## src/rtl/fetch_pair_ctrl.sv

```systemverilog
// Dual-issue fetch sequencer: drives the imem PC pair, registers the returned words
// and hands them to decode. Build with FETCH_PERF_CNT_EN for stall/issue counters.
module fetch_pair_ctrl #(
  parameter int PC_W    = 8,
  parameter int INSTR_W = 32,
  parameter int PC_STEP = 4
) (
  input  logic               clk,
  input  logic               rst_n,
  input  logic               start,
  output logic [PC_W-1:0]    imem_addr1,
  output logic [PC_W-1:0]    imem_addr2,
  input  logic [INSTR_W-1:0] imem_data1,
  input  logic [INSTR_W-1:0] imem_data2,
  output logic               out_valid,
  output logic               out_valid2,
  input  logic               out_ready,
  output logic [INSTR_W-1:0] instr1_o,
  output logic [INSTR_W-1:0] instr2_o,
  output logic [PC_W-1:0]    pc1_o,
  output logic [PC_W-1:0]    pc2_o,
  input  logic               redirect,
  input  logic [PC_W-1:0]    redirect_pc,
  output logic               busy,
  output logic               done
`ifdef FETCH_PERF_CNT_EN
  ,
  output logic [15:0]        perf_stall_cnt,
  output logic [15:0]        perf_issue_cnt
`endif
);

  // state   | meaning
  // S_IDLE  | waiting for start, outputs at reset values
  // S_FETCH | loading a pair whenever the output register is free
  // S_DRAIN | end of program seen, waiting for the last pair to leave
  // S_DONE  | halted until redirect or reset
  typedef enum logic [1:0] {S_IDLE, S_FETCH, S_DRAIN, S_DONE} state_t;

  localparam logic [PC_W-1:0] STEP1      = PC_W'(PC_STEP);
  localparam logic [PC_W-1:0] STEP2      = PC_W'(2 * PC_STEP);
  localparam logic [PC_W-1:0] ALIGN_MASK = ~PC_W'(3);

  state_t             state_q, state_d;
  logic [PC_W-1:0]    pc_q, pc_d;
  logic               valid_q, valid_d;
  logic               valid2_q, valid2_d;
  logic [INSTR_W-1:0] instr1_q, instr1_d;
  logic [INSTR_W-1:0] instr2_q, instr2_d;
  logic [PC_W-1:0]    pc1_q, pc1_d;
  logic [PC_W-1:0]    pc2_q, pc2_d;
  logic               load;
  logic               halt;

  assign load = (state_q == S_FETCH) && (!valid_q || out_ready) && !redirect;
  assign halt = (imem_data1 == '0) || (imem_data2 == '0);

  always_ff @(posedge clk) begin
    if (!rst_n) begin
      state_q  <= S_IDLE;
      pc_q     <= '0;
      valid_q  <= 1'b0;
      valid2_q <= 1'b0;
      instr1_q <= '0;
      instr2_q <= '0;
      pc1_q    <= '0;
      pc2_q    <= '0;
    end else begin
      state_q  <= state_d;
      pc_q     <= pc_d;
      valid_q  <= valid_d;
      valid2_q <= valid2_d;
      instr1_q <= instr1_d;
      instr2_q <= instr2_d;
      pc1_q    <= pc1_d;
      pc2_q    <= pc2_d;
    end
  end

  always_comb begin
    state_d  = state_q;
    pc_d     = pc_q;
    valid_d  = valid_q;
    valid2_d = valid2_q;
    instr1_d = instr1_q;
    instr2_d = instr2_q;
    pc1_d    = pc1_q;
    pc2_d    = pc2_q;
    // Redirect outranks load, consume and halt; stale data is left for valid to mask.
    if (redirect && (state_q != S_IDLE)) begin
      state_d  = S_FETCH;
      pc_d     = redirect_pc & ALIGN_MASK;
      valid_d  = 1'b0;
      valid2_d = 1'b0;
    end else begin
      case (state_q)
        S_IDLE: begin
          if (start) begin
            state_d = S_FETCH;
            pc_d    = '0;
          end
        end
        S_FETCH: begin
          if (load) begin
            instr1_d = imem_data1;
            instr2_d = imem_data2;
            pc1_d    = pc_q;
            pc2_d    = pc_q + STEP1;
            valid_d  = (imem_data1 != '0);
            valid2_d = (imem_data1 != '0) && (imem_data2 != '0);
            pc_d     = pc_q + STEP2;
            if (halt) state_d = S_DRAIN;
          end
        end
        S_DRAIN: begin
          if (!valid_q) begin
            state_d = S_DONE;
          end else if (out_ready) begin
            valid_d  = 1'b0;
            valid2_d = 1'b0;
          end
        end
        default: ;
      endcase
    end
  end

  assign imem_addr1 = pc_q;
  assign imem_addr2 = pc_q + STEP1;
  assign out_valid  = valid_q;
  assign out_valid2 = valid2_q;
  assign instr1_o   = instr1_q;
  assign instr2_o   = instr2_q;
  assign pc1_o      = pc1_q;
  assign pc2_o      = pc2_q;
  assign busy       = (state_q == S_FETCH) || (state_q == S_DRAIN);
  assign done       = (state_q == S_DONE);

`ifdef FETCH_PERF_CNT_EN
  logic [15:0] stall_cnt_q;
  logic [15:0] issue_cnt_q;
  logic [16:0] issue_sum;

  assign issue_sum = {1'b0, issue_cnt_q} + 17'(valid_q) + 17'(valid2_q);

  // Counters survive redirect; only reset clears them.
  always_ff @(posedge clk) begin
    if (!rst_n) begin
      stall_cnt_q <= '0;
      issue_cnt_q <= '0;
    end else begin
      if (valid_q && !out_ready && (stall_cnt_q != 16'hFFFF))
        stall_cnt_q <= stall_cnt_q + 16'd1;
      if (valid_q && out_ready)
        issue_cnt_q <= issue_sum[16] ? 16'hFFFF : issue_sum[15:0];
    end
  end

  assign perf_stall_cnt = stall_cnt_q;
  assign perf_issue_cnt = issue_cnt_q;
`endif

endmodule

```

## config.mk

```make
export PLATFORM = sky130hd
export DESIGN_NAME = fetch_pair_ctrl
export DESIGN_NICKNAME = d
export VERILOG_FILES = /design/src/rtl/fetch_pair_ctrl.sv
export SDC_FILE = /design/constraint.sdc
export NUM_CORES = 1
export LEC_CHECK = 0
export ABC_CLOCK_PERIOD_IN_PS = 6250
export BUFFER_PORTS_ARGS = -buffer_cell sky130_fd_sc_hd__buf_2
export CAP_MARGIN = 15
export CORE_MARGIN = 4
export CORE_UTILIZATION = 52
export CTS_BUF_LIST = sky130_fd_sc_hd__clkbuf_8
export DETAILED_ROUTE_END_ITERATION = 16
export PLACE_DENSITY = 0.91
export SYNTH_ARGS = -nofsm -noshare
export SYNTH_HDL_FRONTEND = slang
export SYNTH_SLANG_ARGS = --single-unit
```

## constraint.sdc

```tcl
create_clock -name clk -period 6.25 [get_ports clk]
set_clock_uncertainty 0.05 [all_clocks]
set_input_delay 1.25 -clock clk [delete_from_list [all_inputs] [get_ports clk]]
set_output_delay 1.25 -clock clk [all_outputs]
set_load 0.005 [all_outputs]
```

# After elaboration in Yosys (flattened, before gate mapping)
# Cells that the tools add are included.
[totals]
wordCells = 73
ff_bits = 92
in_bits = 77
output_inout_bits = 100
[op_classes]
n_eq_ne = 13
bitwise_logic = 2
muxes = 18
reduce_logical = 28
add_sub_neg = 2
[op_table]
columns = ["operator", "count"]
rows = [
  ["logical NOT 32 bit", 2],
  ["nonzero test 32 bit", 2],
  ["2-to-1 mux 8 bit", 3],
  ["case mux 8 bit (2 select lines)", 1],
  ["inequality test 2 bit, second input constant", 6],
  ["AND reduction 5 bit", 2],
  ["AND reduction 3 bit", 3],
  ["adder 8 x 3 -> 8 bit, second input constant", 1],
  ["adder 8 x 4 -> 8 bit, second input constant", 1],
  ["2-to-1 mux 2 bit", 4],
  ["2-to-1 mux 1 bit", 7],
  ["inequality test 3 x 2 -> 1 bit, second input constant", 2],
  ["inequality test 3 bit, second input constant", 2],
  ["case mux 2 bit (3 select lines)", 1],
  ["nonzero test 2 bit", 3],
  ["nonzero test 3 bit", 2],
  ["equality test 2 bit, second input constant", 2],
  ["logical AND 1 bit", 4],
  ["case mux 1 bit (2 select lines)", 2],
  ["AND reduction 4 bit", 1],
  ["nonzero test 4 bit", 1],
  ["logical OR 1 bit", 3],
  ["equality test 2 x 1 -> 1 bit, second input constant", 1],
  ["logical NOT 1 bit", 2],
  ["4 further kinds", 5],
]

# Depth between registers and ports, before layout
# Gate-level depths: netlist of run 1.
[logic_depth]
ltp_word = 7
ltp_mapped = 10
ltp_nobuf = 7

# Worst setup path before layout of run 1
# OpenSTA, ideal clock, no wires.
[synth_timing]
path_kind = "in2reg"
start = "input port out_ready"
end = "register pc_q[5], in the netlist imem_addr1[5]"
setup_ns = 0.115
stages = 7
t_required_ns = 6.085
path_buffers = 2
arrival_ns = 2.352
path_slack_ns = 3.733
cell_sequence = "nand2b_1 -> and2_4 -> buf_6 -> o31a_1 -> buf_6 -> a21boi_1 -> o21a_1"
[synth_between]
elab_chain_len = 5
[synth_lines]
columns = ["element", "line_no", "text"]
rows = [
  ["start: declaration", "17", "input logic out_ready,"],
  ["logical OR 1 bit", "55", "assign load = (state_q == S_FETCH) && (!valid_q || out_ready) && !redirect;"],
  ["logical AND 1 bit (2 in a row)", "55", ""],
  ["inequality test 3 x 2 -> 1 bit (no line)", "n/a", ""],
  ["AND reduction 3 bit (no line)", "n/a", ""],
  ["end signal: assignment", "70", "pc_q <= pc_d;"],
  ["end: declaration", "45", "logic [PC_W-1:0] pc_q, pc_d;"],
]
# No other way between the ends.
# A chain may end at the register's enable or synchronous reset.

# Final worst setup path of run 1
[layout_timing]
start = "register pc_q[4], in the netlist imem_addr1[4]"
end = "output port imem_addr2[7]"
[layout_between]
elab_chain_len = 1
[layout_lines]
columns = ["element", "line_no", "text"]
rows = [
  ["adder 8 x 3 -> 8 bit", "129", "assign imem_addr2 = pc_q + STEP1;"],
  ["end: declaration", "12", "output logic [PC_W-1:0] imem_addr2,"],
]
# No other way between the ends.

==> impl_metrics.prom, run 1 <==
# TYPE chip_impl_metric gauge
chip_impl_info{name="r2r_end",value="imem_addr1[3]"} 1
chip_impl_metric{name="die_y",unit="um"} 93.9
chip_impl_info{name="clk_root_buffer_cell",value="sky130_fd_sc_hd__clkbuf_8"} 1
chip_impl_metric{name="tritoncts_num_sinks",unit=""} 90
chip_impl_metric{name="cap_viol_max_count",unit=""} 0
chip_impl_info{name="cell_by_cell_trace_of_the_critical_path",value="ha_1 > nand4_1 > xnor2_1 > buf_2"} 1
chip_impl_metric{name="r2r_slack",unit="ns"} 3.53
chip_impl_metric{name="hold_buffers",unit=""} 0
chip_impl_metric{name="postSynthNetCount",unit=""} 548
chip_impl_metric{name="dr_total_vias",unit=""} 3723
chip_impl_metric{name="arrival",unit="ns"} 1.70
chip_impl_metric{name="leakagePower",unit="nW"} 2.24
chip_impl_metric{name="period_share",unit="%"} 47.9
chip_impl_metric{name="tightestPinTransition",unit="ns"} 0.803
chip_impl_metric{name="cts.path.max_buffers",unit=""} 2
chip_impl_metric{name="slew_violations",unit=""} 0
chip_impl_metric{name="drt-pass1-iter-count",unit=""} 4
chip_impl_metric{name="global_route_wire_length_before_repair",unit="um"} 16400
chip_impl_metric{name="floorplan.core_area",unit="sq um"} 7210
chip_impl_metric{name="multi_input_comb_area",unit="sq um"} 1840
chip_impl_metric{name="final-setup-viol-count",unit=""} 0
chip_impl_metric{name="die_w",unit="um"} 93.9
chip_impl_metric{name="ios",unit=""} 177
chip_impl_metric{name="vdd.ir_drop.worst",unit="mV"} 0.154
chip_impl_metric{name="synth-seq-cells",unit=""} 90
chip_impl_metric{name="number_of_antenna_violations_at_the_first_check_in_global_routing",unit=""} 0
chip_impl_metric{name="n_antenna_cell",unit=""} 0
chip_impl_metric{name="synth_edf_count",unit=""} 0
chip_impl_metric{name="worstRegToRegCells",unit=""} 7
chip_impl_info{name="launching_element_type_of_the_critical_path",value="flip-flop"} 1
chip_impl_info{name="critical_path_class",value="flip-flop to primary output"} 1
chip_impl_metric{name="grt.total_usage",unit="%"} 22.9
chip_impl_info{name="worstReg2RegStart",value="state_q[1]"} 1
chip_impl_metric{name="globalRouteOverflowTotal",unit=""} 0
chip_impl_metric{name="hold_depth",unit=""} 2
chip_impl_info{name="run_status",value="complete, no violations"} 1
chip_impl_metric{name="first_iter_violations",unit=""} 191
chip_impl_info{name="rsz0062_at_grt",value="no"} 1
chip_impl_metric{name="dp.cells",unit=""} 704
chip_impl_metric{name="timing.final.crit_period",unit="ns"} 3.00
chip_impl_info{name="holdCritStartpoint",value="instr2_o[31]"} 1
chip_impl_info{name="timing.critical_path.to_type",value="primary output"} 1
chip_impl_metric{name="area_delta_synth_final",unit="%"} 27.3
chip_impl_info{name="worstHoldPathType",value="flip-flop to flip-flop"} 1
chip_impl_metric{name="synth_async_reset_ratio",unit="%"} 0
chip_impl_metric{name="synthDistinctLibCells",unit=""} 37
chip_impl_info{name="cts_tree",value="yes"} 1
chip_impl_metric{name="wl_per_cell",unit="um"} 13.9
chip_impl_metric{name="drc",unit=""} 0
chip_impl_metric{name="layout-drive-gt1-share",unit="%"} 31.4
chip_impl_metric{name="clk_pin_slew_worst_paths",unit="ns"} 0.08
chip_impl_metric{name="drt.antenna.violating_nets",unit=""} 0
chip_impl_info{name="synthFlopType",value="sky130_fd_sc_hd__dfxtp_1"} 1
chip_impl_metric{name="worst_slew_margin_rel",unit="%"} 46.4
chip_impl_metric{name="postSynthCellCount",unit=""} 465
chip_impl_metric{name="numPortBuffers",unit=""} 174
chip_impl_metric{name="hold_violations",unit=""} 0
chip_impl_info{name="most_frequent_cells_in_the_layout",value="sky130_fd_sc_hd__buf_2, sky130_fd_sc_hd__nand2_1, sky130_fd_sc_hd__dfxtp_1"} 1
chip_impl_metric{name="number_of_h_tree_branching_levels",unit=""} 3
chip_impl_metric{name="cp_slowest_stage_delay",unit="ns"} 0.49
chip_impl_metric{name="crit_required",unit="ns"} 4.95
chip_impl_metric{name="first_global_vias",unit=""} 3633
chip_impl_info{name="mostFrequentLayoutCell",value="sky130_fd_sc_hd__buf_2"} 1
chip_impl_metric{name="fmax",unit="MHz"} 334
chip_impl_metric{name="dieArea",unit="sq um"} 8830
chip_impl_info{name="worst_path_max_delay_cell",value="sky130_fd_sc_hd__dfxtp_1"} 1
chip_impl_metric{name="stdcell_count",unit=""} 720
chip_impl_metric{name="finalWirelength",unit="um"} 10000
chip_impl_metric{name="pin_count_of_the_biggest_net_entering_global_routing",unit=""} 88
chip_impl_metric{name="yosysSeqAreaShare",unit="%"} 46.9
chip_impl_metric{name="cts.repair.resized",unit=""} 0
chip_impl_metric{name="powerDensity",unit="nW/um^2"} 293
chip_impl_info{name="timing.hold.worst_endpoint",value="instr2_o[31]"} 1
chip_impl_metric{name="via_per_instance_ratio",unit=""} 5.17
chip_impl_metric{name="synth_area",unit="sq um"} 3840
chip_impl_metric{name="seqCellArea",unit="sq um"} 1800
chip_impl_metric{name="ys_warn_count",unit=""} 0
chip_impl_metric{name="nets",unit=""} 699
chip_impl_metric{name="setup_tns_final",unit="ns"} 0
chip_impl_metric{name="worstPathMaxFanout",unit=""} 7
chip_impl_metric{name="post_cts_buffers",unit=""} 0
chip_impl_metric{name="clk-insertion-delay-late",unit="ns"} 0.34
chip_impl_metric{name="finalWeightedCongestion",unit=""} 0.793
chip_impl_metric{name="initial_utilization",unit="%"} 53.2
chip_impl_metric{name="n_fill_cell",unit=""} 622
chip_impl_metric{name="average_footprint_of_a_synthesized_cell",unit="sq um"} 8.26
chip_impl_metric{name="cts_made_buffers",unit=""} 9
chip_impl_metric{name="final_hpwl_from_detailed_placement",unit="um"} 7160
chip_impl_metric{name="floorplan.rows",unit=""} 31
==> state kept, by name, indices dropped and copies added, names as in the netlist <==
| name | flops |
|---|---|
| out_valid | 1 |
| pc2_o | 6 |
| out_valid2 | 1 |
| state_q | 2 |
| imem_addr1 | 8 |
| instr2_o | 32 |
| instr1_o | 32 |
| pc1_o | 8 |
==> Yosys cell counts, types with 3 or more instances <==
master / instances / area share [%]
sky130_fd_sc_hd__nand4_1: 6 / 0.98
sky130_fd_sc_hd__nand3_1: 7 / 0.91
sky130_fd_sc_hd__xor2_1: 3 / 0.68
sky130_fd_sc_hd__nor2_1: 10 / 0.98
sky130_fd_sc_hd__inv_1: 5 / 0.49
sky130_fd_sc_hd__a21oi_1: 3 / 0.39
sky130_fd_sc_hd__nand2_1: 164 / 16
sky130_fd_sc_hd__nor4_1: 16 / 2.6
sky130_fd_sc_hd__o211ai_1: 3 / 0.59
sky130_fd_sc_hd__nand2b_1: 4 / 0.65
sky130_fd_sc_hd__nor3b_1: 4 / 0.78
sky130_fd_sc_hd__ha_1: 6 / 2.0
sky130_fd_sc_hd__clkbuf_1: 17 / 1.7
sky130_fd_sc_hd__o21ai_0: 5 / 0.65
sky130_fd_sc_hd__buf_1: 5 / 0.49
sky130_fd_sc_hd__buf_4: 4 / 0.78
sky130_fd_sc_hd__xnor2_1: 3 / 0.68
sky130_fd_sc_hd__buf_6: 3 / 0.88
sky130_fd_sc_hd__o211a_1: 4 / 1.0
sky130_fd_sc_hd__buf_2: 7 / 0.91
sky130_fd_sc_hd__o21a_1: 3 / 0.59
sky130_fd_sc_hd__dfxtp_1: 90 / 47
sky130_fd_sc_hd__a21boi_0: 74 / 14
==> power breakdown <==
part	total, W	internal, W	switching [W]
Sequential	0.000674	0.000630	0.0000441
Clock	0.000428	0.000233	0.000195
Combinational	0.000330	0.000141	0.000188
==> metrics by stage <==
stage | power (W) | hold WS, ns | worst slack, ns | area, sq um | util (%)
floorplan | 0.000887 | 0.410 | 3.73 | 3840 | -
global placement | 0.00100 | 0.398 | 3.15 | 4670 | 64.8
detailed placement | 0.00101 | 0.406 | 3.09 | 4670 | 64.8
CTS | 0.00144 | 0.418 | 3.26 | 4890 | 67.8
global route | 0.00152 | 0.434 | 3.13 | 4890 | 67.8
finish | 0.00143 | 0.413 | 3.25 | 4890 | 67.8
==> critical path: cells and delay by family, from the launching register on <==
kind	cells	cell delay (ns)
xor+xnor	1	0.22
flops	1	0.49
simple gates	1	0.17
fa+ha+maj	1	0.31
buf+inv	1	0.16
==> per-layer routing <==
metal | vias to the layer above | routed length (um) | part of all wire [%] | track usage, %
met1 | 1714 | 4140 | 41 | 27.3
li1 | 1847 | - | - | -
met3 | 32 | 648 | 6.5 | 5.21
met4 | 0 | 352 | 3.5 | 11.1
met5 | - | 0 | 0 | 0
met2 | 130 | 4890 | 49 | 38.6
==> how the worst max path moves through the flow <==
stage,startpoint,endpoint,slack (ns),depth (start not counted)
2_1_floorplan,out_ready,imem_addr1[5],3.73,7
5_1_grt,imem_addr1[4],imem_addr2[7],3.13,4
3_3_place_gp,redirect,imem_addr1[3],3.15,6
3_5_place_dp,redirect,imem_addr1[7],3.09,6
4_1_cts,imem_addr1[4],imem_addr2[7],3.26,4
6_report,imem_addr1[4],imem_addr2[7],3.25,4
==> area by class of cell <==
cell class / count / area share, %
multi-input cells: 334 / 37.7
flip-flops and latches: 90 / 36.8
repair buffers: 176 / 18.1
clock buffers: 10 / 2.81
well taps: 99 / 2.53
clock inverters: 6 / 1.66
inverters: 5 / 0.384
==> kinds of logic (layout without fill, tap and decap cells) <==
family / count (synthesis) / after routing / synth area share, %
compound gates: 100 / 100 / 19.4
xor+xnor: 6 / 6 / 1.37
fa+ha+maj: 6 / 6 / 1.95
buf+inv: 41 / 197 / 5.21
flops: 90 / 90 / 46.9
mux: 1 / 1 / 0.293
simple gates: 221 / 221 / 24.9
No activity file was read; power rests on OpenSTA's default activity.
==> inputs of run 2 (changes only) <==
Settings changed: ABC_CLOCK_PERIOD_IN_PS 6250 to 2400, CORE_UTILIZATION 52 to 44, PLACE_DENSITY 0.91 to 0.82.
Clock period 6.25 ns to 2.4 ns, I/O delays scaled along.
==> run 2 against run 1 <==
Via count fell by 0.43%. Critical path depth is the same. Clock power rose to 2.9 times the previous value. Largest power group unchanged. Critical path type unchanged. Wire length up 1.8%. Flip-flop and latch count unchanged. Cell area increased by 1.5%. First-iteration DRC count down 17%. Utilization fell by 8.3 points.
==> impl_metrics.prom, run 2 (same netlist as run 1, synthesis figures left out) <==
# TYPE chip_impl_metric gauge
chip_impl_info{name="run_status",value="complete, no violations"} 1
chip_impl_metric{name="powerDensity",unit="nW/um^2"} 783
chip_impl_metric{name="drc",unit=""} 0
chip_impl_metric{name="initial_utilization",unit="%"} 46.1
chip_impl_metric{name="via_per_instance_ratio",unit=""} 5.07
chip_impl_metric{name="die_w",unit="um"} 101
chip_impl_metric{name="drt-pass1-iter-count",unit=""} 4
chip_impl_metric{name="total_chip_power",unit="W"} 0.00389
chip_impl_metric{name="grt.total_usage",unit="%"} 19.9
chip_impl_metric{name="crit_required",unit="ns"} 1.87
chip_impl_metric{name="area_delta_synth_final",unit="%"} 29.3
chip_impl_metric{name="hold_violations",unit=""} 0
chip_impl_metric{name="pwr-share-clk",unit="%"} 32.3
chip_impl_metric{name="final_hpwl_from_detailed_placement",unit="um"} 7630
chip_impl_metric{name="dieArea",unit="sq um"} 10300
chip_impl_info{name="cts_tree",value="yes"} 1
chip_impl_metric{name="number_of_h_tree_branching_levels",unit=""} 3
chip_impl_metric{name="pwr-share-seq",unit="%"} 45.1
chip_impl_metric{name="total_switching_power",unit="W"} 0.00116
chip_impl_metric{name="leakagePower",unit="nW"} 2.27
chip_impl_metric{name="nets",unit=""} 704
chip_impl_metric{name="worstPathMaxFanout",unit=""} 7
chip_impl_metric{name="post_cts_buffers",unit=""} 0
chip_impl_metric{name="die_y",unit="um"} 101
chip_impl_metric{name="first_iter_violations",unit=""} 158
chip_impl_metric{name="final-setup-viol-count",unit=""} 0
chip_impl_metric{name="clk-insertion-delay-late",unit="ns"} 0.35
chip_impl_metric{name="slew_violations",unit=""} 0
chip_impl_metric{name="multi_input_comb_area",unit="sq um"} 1840
chip_impl_metric{name="tightestPinTransition",unit="ns"} 0.550
chip_impl_metric{name="power_frac_comb",unit="%"} 22.6
chip_impl_metric{name="cts.path.max_buffers",unit=""} 2
chip_impl_metric{name="worst_slew_margin_rel",unit="%"} 63.3
chip_impl_metric{name="wl_per_cell",unit="um"} 14.0
chip_impl_metric{name="clk_pin_slew_worst_paths",unit="ns"} 0.10
chip_impl_info{name="critical_path_class",value="flip-flop to primary output"} 1
chip_impl_metric{name="vdd.ir_drop.worst",unit="mV"} 0.466
chip_impl_info{name="worstHoldPathType",value="input pin to flip-flop"} 1
chip_impl_metric{name="dr_total_vias",unit=""} 3707
chip_impl_metric{name="holdWs",unit="ns"} 0.322
chip_impl_metric{name="fmax",unit="MHz"} 458
chip_impl_info{name="mostFrequentLayoutCell",value="sky130_fd_sc_hd__buf_2"} 1
chip_impl_metric{name="seqCellArea",unit="sq um"} 1800
chip_impl_metric{name="timing.final.crit_period",unit="ns"} 2.18
chip_impl_metric{name="n_antenna_cell",unit=""} 0
chip_impl_metric{name="number_of_antenna_violations_at_the_first_check_in_global_routing",unit=""} 0
chip_impl_metric{name="period_share",unit="%"} 90.9
chip_impl_metric{name="tritoncts_num_sinks",unit=""} 90
chip_impl_metric{name="p_int",unit="W"} 0.00272
chip_impl_metric{name="global_route_wire_length_before_repair",unit="um"} 16700
chip_impl_metric{name="ios",unit=""} 177
chip_impl_metric{name="cap_viol_max_count",unit=""} 0
chip_impl_metric{name="hold_buffers",unit=""} 0
chip_impl_metric{name="finalWirelength",unit="um"} 10200
chip_impl_metric{name="floorplan.core_area",unit="sq um"} 8340
chip_impl_info{name="launching_element_type_of_the_critical_path",value="flip-flop"} 1
chip_impl_metric{name="arrival",unit="ns"} 1.65
chip_impl_metric{name="pin_count_of_the_biggest_net_entering_global_routing",unit=""} 59
chip_impl_metric{name="netSwitchingFraction",unit="%"} 29.9
chip_impl_metric{name="dp.cells",unit=""} 715
chip_impl_info{name="rsz0062_at_grt",value="no"} 1
chip_impl_metric{name="globalRouteOverflowTotal",unit=""} 0
chip_impl_metric{name="drt.antenna.violating_nets",unit=""} 0
chip_impl_metric{name="stdcell_count",unit=""} 731
chip_impl_info{name="timing.critical_path.to_type",value="primary output"} 1
chip_impl_metric{name="setup_tns_final",unit="ns"} 0
chip_impl_metric{name="numPortBuffers",unit=""} 174
chip_impl_metric{name="finalWeightedCongestion",unit=""} 0.798
chip_impl_metric{name="floorplan.rows",unit=""} 33
chip_impl_info{name="clk_root_buffer_cell",value="sky130_fd_sc_hd__clkbuf_8"} 1
chip_impl_metric{name="layout-drive-gt1-share",unit="%"} 32.3
chip_impl_metric{name="n_fill_cell",unit=""} 770
chip_impl_metric{name="first_global_vias",unit=""} 3533
chip_impl_metric{name="cts_made_buffers",unit=""} 9
chip_impl_info{name="most_frequent_cells_in_the_layout",value="sky130_fd_sc_hd__buf_2, sky130_fd_sc_hd__nand2_1, sky130_fd_sc_hd__dfxtp_1"} 1
[run 2: cell types whose count changed in the layout (fill, tap and decap cells not counted), sizes merged]
cell | before | now
buf | 176 | 181
clkinvlp | 1 | 2
bufinv | 2 | 3
inv | 6 | 7
clkinv | 2 | 0
clkbuf | 10 | 9
[run 2: critical path, cell delays in order (launching register included)]
cell                      delay (ns)
sky130_fd_sc_hd__dfxtp_1        0.48
sky130_fd_sc_hd__ha_1           0.28
sky130_fd_sc_hd__nand4_1        0.14
sky130_fd_sc_hd__xnor2_1        0.24
sky130_fd_sc_hd__buf_2          0.16
[run 2: routing by layer]
| metal | global-route usage, % | up-vias | wire (um) |
|---|---|---|---|
| met1 | 24.6 | 1694 | 4250 |
| met4 | 6.65 | 0 | 195 |
| met3 | 4.55 | 18 | 704 |
| met5 | 0 | - | 0 |
| met2 | 34.0 | 123 | 5070 |
| li1 | - | 1872 | - |
[run 2: area by class of cell]
type                       count  share of cell area [%]
clock buffer                   9                    2.49
clock inverter                 7                    2.47
inverter                       5                   0.378
multi-input combinational    334                    37.1
sequential                    90                    36.3
tap                          105                    2.65
timing repair buffer         181                    18.6
[run 2: power groups by stage]
stage	sequential, W	combinational (W)	clock (W)
after floorplan	0.00178	0.000532	0
after global placement	0.00178	0.000854	0
after detailed placement	0.00178	0.000881	0
after CTS	0.00175	0.000888	0.00129
after global routing	0.00177	0.000991	0.00136
final	0.00175	0.000878	0.00126
[run 2: timing repair]
action / CTS / global route
endpoints found under the hold margin: 0 / 0
endpoints found under the setup margin: 0 / 1
resized for setup: 0 / 1
[run 2: stage by stage]
| stage | setup slack, ns | instance area [sq um] | utilization [%] |
|---|---|---|---|
| 6_report | 0.218 | 4960 | 59.5 |
| 5_1_grt | 0.0594 | 4960 | 59.5 |
| 4_1_cts | 0.177 | 4960 | 59.5 |
| 3_5_place_dp | 0.294 | 4720 | 56.6 |
| 3_3_place_gp | 0.397 | 4720 | 56.6 |
| 2_1_floorplan | 0.418 | 3840 | - |
[run 2: worst paths after layout]
path | from | endpoint | slack [ns] | cells after the start
worst max-delay path | imem_addr1[3] | imem_addr2[7] | 0.22 | 4
worst min-delay path | imem_data1[16] | instr1_o[16] | 0.32 | 3
worst max register to register | state_q[1] | instr1_o[1] | 0.31 | 7
worst min register to register | instr2_o[8] | instr2_o[8] | 0.41 | 2
